$ cat src/rtl/sp_ram_arb2.sv
// Two-master round-robin arbiter in front of a single-port RAM with 1-cycle read latency.
// Grants are combinational from the requests; responses return to the owner one cycle later.
module sp_ram_arb2 #(
  parameter int ADDR_WIDTH = 15,
  parameter int DATA_WIDTH = 32,
  localparam int BE_WIDTH = DATA_WIDTH / 8
) (
  input  logic                  clk,
  input  logic                  rstn_i,
  input  logic                  m0_req_i,
  output logic                  m0_gnt_o,
  input  logic [ADDR_WIDTH-1:0] m0_addr_i,
  input  logic                  m0_we_i,
  input  logic [BE_WIDTH-1:0]   m0_be_i,
  input  logic [DATA_WIDTH-1:0] m0_wdata_i,
  output logic                  m0_rvalid_o,
  output logic [DATA_WIDTH-1:0] m0_rdata_o,
  input  logic                  m1_req_i,
  output logic                  m1_gnt_o,
  input  logic [ADDR_WIDTH-1:0] m1_addr_i,
  input  logic                  m1_we_i,
  input  logic [BE_WIDTH-1:0]   m1_be_i,
  input  logic [DATA_WIDTH-1:0] m1_wdata_i,
  output logic                  m1_rvalid_o,
  output logic [DATA_WIDTH-1:0] m1_rdata_o,
  output logic                  ram_en_o,
  output logic [ADDR_WIDTH-1:0] ram_addr_o,
  output logic                  ram_we_o,
  output logic [BE_WIDTH-1:0]   ram_be_o,
  output logic [DATA_WIDTH-1:0] ram_wdata_o,
  input  logic [DATA_WIDTH-1:0] ram_rdata_i
);

  logic prio_q, prio_d;
  logic resp_valid_q, resp_valid_d;
  logic resp_owner_q, resp_owner_d;
  logic resp_write_q, resp_write_d;
  logic gnt0_s, gnt1_s;

  // prio_q selects the winner only when both masters request
  always_comb begin
    gnt0_s = 1'b0;
    gnt1_s = 1'b0;
    if (m0_req_i && m1_req_i) begin
      if (prio_q) begin
        gnt1_s = 1'b1;
      end else begin
        gnt0_s = 1'b1;
      end
    end else if (m0_req_i) begin
      gnt0_s = 1'b1;
    end else if (m1_req_i) begin
      gnt1_s = 1'b1;
    end else begin
      gnt0_s = 1'b0;
      gnt1_s = 1'b0;
    end
  end

  assign m0_gnt_o = gnt0_s;
  assign m1_gnt_o = gnt1_s;

  always_comb begin
    ram_en_o    = 1'b0;
    ram_addr_o  = '0;
    ram_we_o    = 1'b0;
    ram_be_o    = '0;
    ram_wdata_o = '0;
    case ({gnt1_s, gnt0_s})
      2'b01: begin
        ram_en_o    = 1'b1;
        ram_addr_o  = m0_addr_i;
        ram_we_o    = m0_we_i;
        ram_be_o    = m0_be_i;
        ram_wdata_o = m0_wdata_i;
      end
      2'b10: begin
        ram_en_o    = 1'b1;
        ram_addr_o  = m1_addr_i;
        ram_we_o    = m1_we_i;
        ram_be_o    = m1_be_i;
        ram_wdata_o = m1_wdata_i;
      end
      default: begin
        ram_en_o    = 1'b0;
        ram_addr_o  = '0;
        ram_we_o    = 1'b0;
        ram_be_o    = '0;
        ram_wdata_o = '0;
      end
    endcase
  end

  always_comb begin
    prio_d       = prio_q;
    resp_valid_d = gnt0_s | gnt1_s;
    resp_owner_d = gnt1_s;
    resp_write_d = 1'b0;
    if (gnt0_s) begin
      prio_d       = 1'b1;
      resp_write_d = m0_we_i;
    end else if (gnt1_s) begin
      prio_d       = 1'b0;
      resp_write_d = m1_we_i;
    end else begin
      prio_d       = prio_q;
      resp_write_d = 1'b0;
    end
  end

  // Reset drops any pending response and restores m0 preference
  always_ff @(posedge clk) begin
    if (!rstn_i) begin
      prio_q       <= 1'b0;
      resp_valid_q <= 1'b0;
      resp_owner_q <= 1'b0;
      resp_write_q <= 1'b0;
    end else begin
      prio_q       <= prio_d;
      resp_valid_q <= resp_valid_d;
      resp_owner_q <= resp_owner_d;
      resp_write_q <= resp_write_d;
    end
  end

  assign m0_rvalid_o = resp_valid_q & ~resp_owner_q;
  assign m1_rvalid_o = resp_valid_q & resp_owner_q;

  always_comb begin
    m0_rdata_o = '0;
    m1_rdata_o = '0;
    if (resp_valid_q && !resp_write_q) begin
      if (resp_owner_q) begin
        m1_rdata_o = ram_rdata_i;
      end else begin
        m0_rdata_o = ram_rdata_i;
      end
    end else begin
      m0_rdata_o = '0;
      m1_rdata_o = '0;
    end
  end

endmodule
$ cat config.mk
export PLATFORM = sky130hd
export DESIGN_NAME = sp_ram_arb2
export DESIGN_NICKNAME = d
export VERILOG_FILES = /design/src/rtl/sp_ram_arb2.sv
export SDC_FILE = /design/constraint.sdc
export NUM_CORES = 1
export LEC_CHECK = 0
export CAP_MARGIN = 20
export CORE_AREA = 4 4 100 102
export CTS_CLUSTER_DIAMETER = 60
export DETAILED_ROUTE_END_ITERATION = 8
export DIE_AREA = 0 0 104 106
export GPL_TIMING_DRIVEN = 1
export HOLD_SLACK_MARGIN = 0.03
export PLACE_DENSITY_LB_ADDON = 0.3
export SYNTH_ARGS = -nofsm -noshare
export SYNTH_HDL_FRONTEND = slang
export SYNTH_SLANG_ARGS = --single-unit
$ cat constraint.sdc
create_clock -name clk -period 1.21 [get_ports clk]
set_input_delay 0.121 -clock clk [delete_from_list [all_inputs] [get_ports clk]]
set_output_delay 0.121 -clock clk [all_outputs]
set_load 0.01 [all_outputs]
Yosys cells after proc, flatten, opt, wreduce, memory -nomap -nowiden
Cells that the tools add are included.

word-level totals
  memories = 0
  register bits = 4
  bits in latches = 0
  word-level logic and storage cells = 35
  memory bits (read-only) = 0
  RAM bits = 0

cells by class
  multiplexer cells = 20
  divide/modulo/power cells = 0
  multipliers = 0
  $lt $le $gt $ge = 0
  bitwise operators = 4
  shift-type cells = 0
  equal/unequal tests = 2
  $add $sub $neg = 0
  reductions and logical operators = 5

operators with widths
  kind                  count
  $mux W32              4
  $pmux W32 S2          1
  $pmux W15 S2          1
  $mux W1               12
  $pmux W4 S2           1
  $and A1 B1 Y1         2
  $eq A2 B1 Y1 const B  1
  $eq A2 B2 Y1 const B  1
  $logic_and A1 B1 Y1   2
  $pmux W1 S2           1
  $reduce_bool A2 Y1    1
  $reduce_or A2 Y1      1
  $logic_not A1 Y1      1
  $not A1 Y1            1
  $or A1 B1 Y1          1

Depth between registers and ports, before layout
Gate-level depths: netlist (run 1).

  depth in word-level cells = 6
  gate-level depth with buffers = 5
  gate-level depth less buffers = 3

Worst setup path after synthesis (run 1)
Ideal clock, no wire load.

  path kind = register to output
  from = reg prio_q
  to = out ram_addr_o[0]
  cell stages (with the launch flop) = 6
  slack = 15 ps
  data required time = 1,089 ps
  path buffers = 2
  arrival = 1,074 ps
  cells stage by stage = dfxtp_1 nand2b_4 and2_1 buf_6 buf_6 a22o_1

on the way
  word-level cells in the longest chain between the ends = 4
  elaborated cells between the ends (all ways) = 7
  classes of those cells = eq/ne: 2; mux: 5

ends and longest elaborated chain
  element                                       line  text
  start, declared                               34    logic prio_q, prio_d;
  start signal, assigned                        119   prio_q <= prio_d;
  $mux W1 (*)                                   45    if (prio_q) begin
  $mux W1 (*)                                   44    if (m0_req_i && m1_req_i) begin
  net m1_gnt_o                                  19    output logic m1_gnt_o,
  $eq A2 B2 Y1 or $eq A2 B1 Y1 (tied branches)  69    case ({gnt1_s, gnt0_s})
  $pmux W15 S2 (*)                              69
  end, declared                                 27    output logic [ADDR_WIDTH-1:0] ram_addr_o,

Mark *: on every way through the listed nets, which the timed path passes. The rest lies on a longest branch.

Worst setup path after layout (run 1)
  from = reg prio_q
  to = out ram_addr_o[5]

on the way
  word-level cells in the longest chain between the ends = 4
  elaborated cells between the ends (all ways) = 7
  classes of those cells = eq/ne: 2; mux: 5

ends and longest elaborated chain
  element                                       line
  $mux W1                                       45
  $mux W1                                       44
  $eq A2 B2 Y1 or $eq A2 B1 Y1 (tied branches)  69
  $pmux W15 S2 (*)                              69

Mark *: on every way between the ends. The rest lies on a longest branch, timed or not.

==> metrics.yaml, run 1 <==
status:
  status: "complete, but fails checks"
  failed_checks: "setup timing"
sta:
  worst_pin_slew_ns: 0.204
  fin_ws_ns: -0.352
  clock.fmax_mhz: 640
  finalCriticalPeriod_ns: 1.56
  hold_violations: 0
  relSlewSlack: 0.864
  fin_skew_ns: 0.00410
  tns_ns: -21.24
  timing.final.max_slew_violations: 0
  rsz0062_at_grt: "yes"
  post-route-period-util: 1.29
  setup_viol: 119
routing:
  firstDrtPassIters: 4
  finalWirelength_um: 11300
  vias: 2617
  drtAntennaViolNets: 0
  drc: 0
  first_iter_violations: 39
  drt-wirelength-per-cell_um: 19.2
  vias_per_cell: 4.45
setup_path:
  cp_max_fo: 7
  crit_type: "reg -> out"
  cp-start-kind: "flop"
  arrival_ns: 1.44
  worstReg2RegStart: "prio_q"
  r2r_cells: 6
  regToRegSetupSlack_ns: 0.06
  endpoint_kind: "primary output"
  r2r_end: "resp_write_q"
  crit_required_ns: 1.09
global_routing:
  grt_pass1_wl_um: 15200
  gr-total-overflow: 0
  grt_pass1_vias: 2839
  grt_max_degree: 17
  grtUsageTotal: 0.173
  antenna_found_initial: 0
place:
  dp_slack_ns: -0.825
  place.gp.congestion: 0.830
  dpl.hpwl_um: 7820
  placement.io_buffers: 260
clock_tree:
  clockRootBuffer: "clkbuf_8"
  clkLatencyLatePin_ns: 0.22
  cts_tree: "built"
  clkSinkCount: 4
  cts_max_path_buffers: 2
  cts_made_buffers: 3
  htree_num_levels: 1
  clk_pin_slew_ns: 0.03
floorplanning:
  pin_count: 261
  coreArea_sq_mm: 0.00911
  chipHeight_um: 106
  rows: 35
  die_w_um: 104
  initial_core_util: 0.132
  die_area_sq_mm: 0.0110
yosys:
  synth_area_leaders: "a22o_1 37%, nor2_1 19%, nand2b_1 17%"
  synth_seq_cells: 4
  syn_inst: 186
  synth_top_area_frac: 0.371
  synth_top_area_cell: "a22o_1"
  yosysSeqAreaShare: 0.0665
  syn_area_sq_mm: 0.00120
  avgSynthCellArea_sq_um: 6.48
  ys_warn_count: 0
  synth_cell_types: 20
  syn_nets: 326
job:
  cap_violations: 0
worst_hold_path:
  worst_hold_path_type: "in -> reg"
  holdCritStartpoint: "m1_req_i"
  min_path_cells: 3
  holdPathEnd: "prio_q"
cells_and_area:
  drive_above_1_share: 0.577
  final_nets: 619
  area_delta_synth_final_pct: 325
  diodes: 0
power_and_ir_drop:
  p_sw_frac: 0.358
  share_comb_of_total_power: 0.827
  power.internal_uw: 1600
  power_frac_clock: 0.112
  power.switching_uw: 892
  ir_drop_mv: 0.206
  power_leakage_uw: 0.00223
  seqPwrFrac: 0.061
  p_per_area_mw_per_mm2: 487
critical path, cell delays in order (launching register included):
cell and delay (ns):
dfxtp_2 0.31, nand2b_4 0.13, and2_4 0.20, buf_12 0.14, buf_12 0.12, a22o_1 0.17
buf_2 0.14
worst max-delay path by stage:
stage / from / end / slack (ns) / cells past startpoint
floorplan: prio_q / ram_addr_o[0] / 0.02 / 5
global placement: m0_req_i / ram_wdata_o[10] / -0.77 / 5
detailed placement: m0_req_i / ram_wdata_o[30] / -0.83 / 5
CTS: prio_q / ram_wdata_o[1] / -0.37 / 5
global route: prio_q / ram_addr_o[7] / -0.40 / 6
finish: prio_q / ram_addr_o[5] / -0.35 / 6
routing by layer:
metal / global-route usage / up-vias / routed length, um
li1: - / 1237 / -
met4: 0.0617 / 0 / 322
met5: 0 / - / 0
met3: 0.0656 / 20 / 1110
met2: 0.368 / 170 / 6520
met1: 0.140 / 1190 / 3330
power groups by stage:
stage	clock, uW	sequential [uW]	combinational, uW
4_1_cts	287	155	1870
3_3_place_gp	0	152	1590
2_1_floorplan	0	150	538
6_report	278	152	2060
3_5_place_dp	0	151	1600
5_1_grt	294	155	2160
final cells by class:
class,count,area (sq um)
inverter,3,13.8
multi-input combinational,159,1650
tap,111,139
sequential,4,92.6
clock buffer,3,41.3
fill,766,3990
timing repair buffer,308,3180
repair_timing:
| item | 4_1_cts | 5_1_grt |
|---|---|---|
| pin swaps | 51 | 53 |
| cloned | 11 | 4 |
| gates resized for setup | 608 | 159 |
| setup endpoints to repair | 121 | 121 |
| hold buffers | 0 | 0 |
| setup buffers | 20 | 2 |
layout by cell type, fill, tap and decap left out, types with 2 or more instances in the layout:
cell type,n
clkdlybuf4s50_1,137
buf_6,85
clkbuf_16,4
dfxtp_4,3
buf_12,9
buf_8,6
nor2_4,48
dlygate4sd2_1,2
clkbuf_8,3
a22o_1,51
nor2_2,10
buf_16,5
buf_2,52
buf_4,7
nand2b_4,33
nor2_1,4
sequential cells by signal (all words and copies together) (netlist names):
signal,flops
resp_valid_q,1
resp_write_q,1
prio_q,1
resp_owner_q,1
through the flow:
step	utilization	cell area (sq um)	instances	hold slack [ns]	total power, uW
final	0.562	5110	588	0.474	2490
after global routing	0.562	5110	588	0.490	2610
after CTS	0.494	4500	590	0.461	2320
after detailed placement	0.443	4030	556	0.656	1750
after global placement	0.443	4030	556	0.667	1740
after floorplan	-	1200	186	0.214	687
cells by family after synthesis:
logic type	after synthesis	synth area share
and+or+nand+nor	104	0.413
AOI/OAI and AO/OA	55	0.396
buffers and inverters	23	0.125
DFF	4	0.0665
synth_stat cells (all sizes together):
| master | count |
|---|---|
| nor3b | 1 |
| clkbuf | 9 |
| and3 | 1 |
| a21boi | 1 |
| or2 | 1 |
| o21ai | 1 |
| a22o | 51 |
| a21oi | 1 |
| a32oi | 1 |
| nor2 | 62 |
| nand2 | 2 |
| nand2b | 33 |
| inv | 3 |
| nor3 | 1 |
| nor2b | 1 |
| dfxtp | 4 |
| and2 | 2 |
| buf | 11 |
No activity file was read; power rests on OpenSTA's default activity.
==> inputs of run 2 (changes only) <==
- CTS_BUF_LIST: not set -> sky130_fd_sc_hd__clkbuf_16
==> run 2 against run 1 <==
The run still ends with setup timing left. Critical path type unchanged. Fmax is 0.48% lower. Critical path depth stayed put. Critical endpoint unchanged. Register-to-register slack hardly changed. Setup slack worse by 0.0075 ns. Sequential share of layout area hardly changed. Design area is 0.51% lower. Largest power group unchanged. Hold slack worse by 0.0060 ns.
==> metrics.yaml, run 2 (synthesis gave the netlist of run 1 again) <==
clock_tree:
  cts_tree: "built"
  clkSinkCount: 4  # unchanged
  cts_max_path_buffers: 2  # unchanged
  cts_made_buffers: 3  # unchanged
  clkLatencyLatePin_ns: 0.22  # about the same
  htree_num_levels: 1  # unchanged
  clk_pin_slew_ns: 0.03  # about the same
  clockRootBuffer: "clkbuf_16"
routing:
  vias: 2641  # +0.92%
  drtAntennaViolNets: 0  # unchanged
  finalWirelength_um: 11400  # +0.76%
  drt-wirelength-per-cell_um: 19.2  # +0.25%
  drc: 0  # unchanged
  first_iter_violations: 40  # +2.6%
  vias_per_cell: 4.47  # +0.40%
  firstDrtPassIters: 3  # -1
sta:
  fin_ws_ns: -0.360  # -0.00755 ns
  relSlewSlack: 0.849  # -0.0148
  rsz0062_at_grt: "yes"
  worst_pin_slew_ns: 0.227  # +0.0225 ns
  post-route-period-util: 1.30  # +0.00624
  hold_violations: 0  # unchanged
  finalCriticalPeriod_ns: 1.57  # +0.00755 ns
  whs_ns: 0.468  # -0.00603 ns
  fin_skew_ns: 0.000942  # -0.00316 ns
  clock.fmax_mhz: 637  # -0.48%
  timing.final.max_slew_violations: 0  # unchanged
  setup_viol: 118  # -0.84%
global_routing:
  grt_pass1_wl_um: 15300  # +0.41%
  antenna_found_initial: 0  # unchanged
  grtUsageTotal: 0.173  # about the same
  grt_pass1_vias: 2845  # +0.21%
  gr-total-overflow: 0  # unchanged
  grt_max_degree: 23  # +6
setup_path:
  r2r_cells: 6  # unchanged
  endpoint_kind: "primary output"
  crit_required_ns: 1.09  # about the same
  regToRegSetupSlack_ns: 0.06  # about the same
  cp_max_fo: 7  # unchanged
  worstReg2RegStart: "prio_q"
  crit_type: "reg -> out"
  cp-start-kind: "flop"
  r2r_end: "resp_write_q"
  arrival_ns: 1.45  # about the same
cells_and_area:
  final_nets: 622  # +0.48%
  final_cell_mix: "137 x clkdlybuf4s50_1, 77 x buf_6, 62 x buf_2, 51 x a22o_1, 39 x nor2_4"
  fillers: 780  # +1.8%
  drive_above_1_share: 0.577  # about the same
  area_delta_synth_final_pct: 322
  final_common_cell: "clkdlybuf4s50_1"
  diodes: 0  # unchanged
floorplanning:
  chipHeight_um: 106  # unchanged
  pin_count: 261  # unchanged
  initial_core_util: 0.132  # unchanged
  coreArea_sq_mm: 0.00911  # unchanged
  rows: 35  # unchanged
  die_area_sq_mm: 0.0110  # unchanged
  die_w_um: 104  # unchanged
place:
  dpl.hpwl_um: 7820  # unchanged
  placement.io_buffers: 260  # unchanged
  place.gp.congestion: 0.830  # unchanged
status:
  status: "complete, but fails checks"
  failed_checks: "setup timing"
worst_hold_path:
  holdPathEnd: "prio_q"
  worst_hold_path_type: "in -> reg"
  holdCritStartpoint: "m1_req_i"
  min_path_cells: 3  # unchanged
power_and_ir_drop:
  ir_drop_mv: 0.302  # +46%
  power_uw: 2750  # +11%
  power_leakage_uw: 0.00224  # +0.73%
  p_per_area_mw_per_mm2: 541  # +11%
job:
  cap_violations: 0  # unchanged
-- run 2: metal layers --
layer,routed length [um],track usage,vias up,part of all wire
met4,342,0.0532,0,0.030
met2,6420,0.365,173,0.56
li1,-,-,1249,-
met5,0,0,-,0
met1,3520,0.146,1197,0.31
met3,1090,0.0668,22,0.095
-- run 2: stage by stage --
| step | cells | TNS [ns] | util | area [sq um] | setup slack [ns] |
|---|---|---|---|---|---|
| after floorplan | 186 | 0 | - | 1200 | 0.0155 |
| after global placement | 556 | -55.53 | 0.443 | 4030 | -0.768 |
| after detailed placement | 556 | -58.19 | 0.443 | 4030 | -0.825 |
| after CTS | 589 | -26.67 | 0.499 | 4540 | -0.373 |
| after global routing | 591 | -29.99 | 0.559 | 5090 | -0.406 |
| final | 591 | -24.13 | 0.559 | 5090 | -0.360 |
-- run 2: power breakdown --
group / switching (uW) / total, uW / internal, uW
Sequential: 10.4 / 151 / 140
Combinational: 814 / 2080 / 1270
Clock: 95.1 / 518 / 422
-- run 2: worst max-delay path by stage --
stage                 endpoint  slack, ns  depth (start not counted)     start
4_1_cts         ram_wdata_o[1]      -0.37                          5    prio_q
6_report         ram_addr_o[5]      -0.36                          6    prio_q
2_1_floorplan    ram_addr_o[0]       0.02                          5    prio_q
3_3_place_gp   ram_wdata_o[10]      -0.77                          5  m0_req_i
3_5_place_dp   ram_wdata_o[30]      -0.83                          5  m0_req_i
5_1_grt          ram_addr_o[7]      -0.41                          6    prio_q
-- run 2: critical path, cell delays in order (launching register included) --
cell      delay, ns
dfxtp_2        0.31
nand2b_4       0.13
and2_4         0.20
buf_12         0.14
buf_12         0.12
a22o_1         0.17
buf_2          0.14
-- run 2: layout make-up --
cell class,count,area [sq um],share of cell area
Multi-Input combinational cell,159,1600,0.314
Sequential cell,4,92.6,0.0182
Inverter,3,13.8,0.00270
Timing Repair Buffer,311,3170,0.623
Clock buffer,3,75.1,0.0148
Tap cell,111,139,0.0273
-- run 2: what timing repair did --
action,CTS,global route
endpoints found under the setup margin,121,121
gates cloned,9,6
pin swaps,46,36
resized for setup,611,127
setup buffers,21,2
hold buffers,0,0
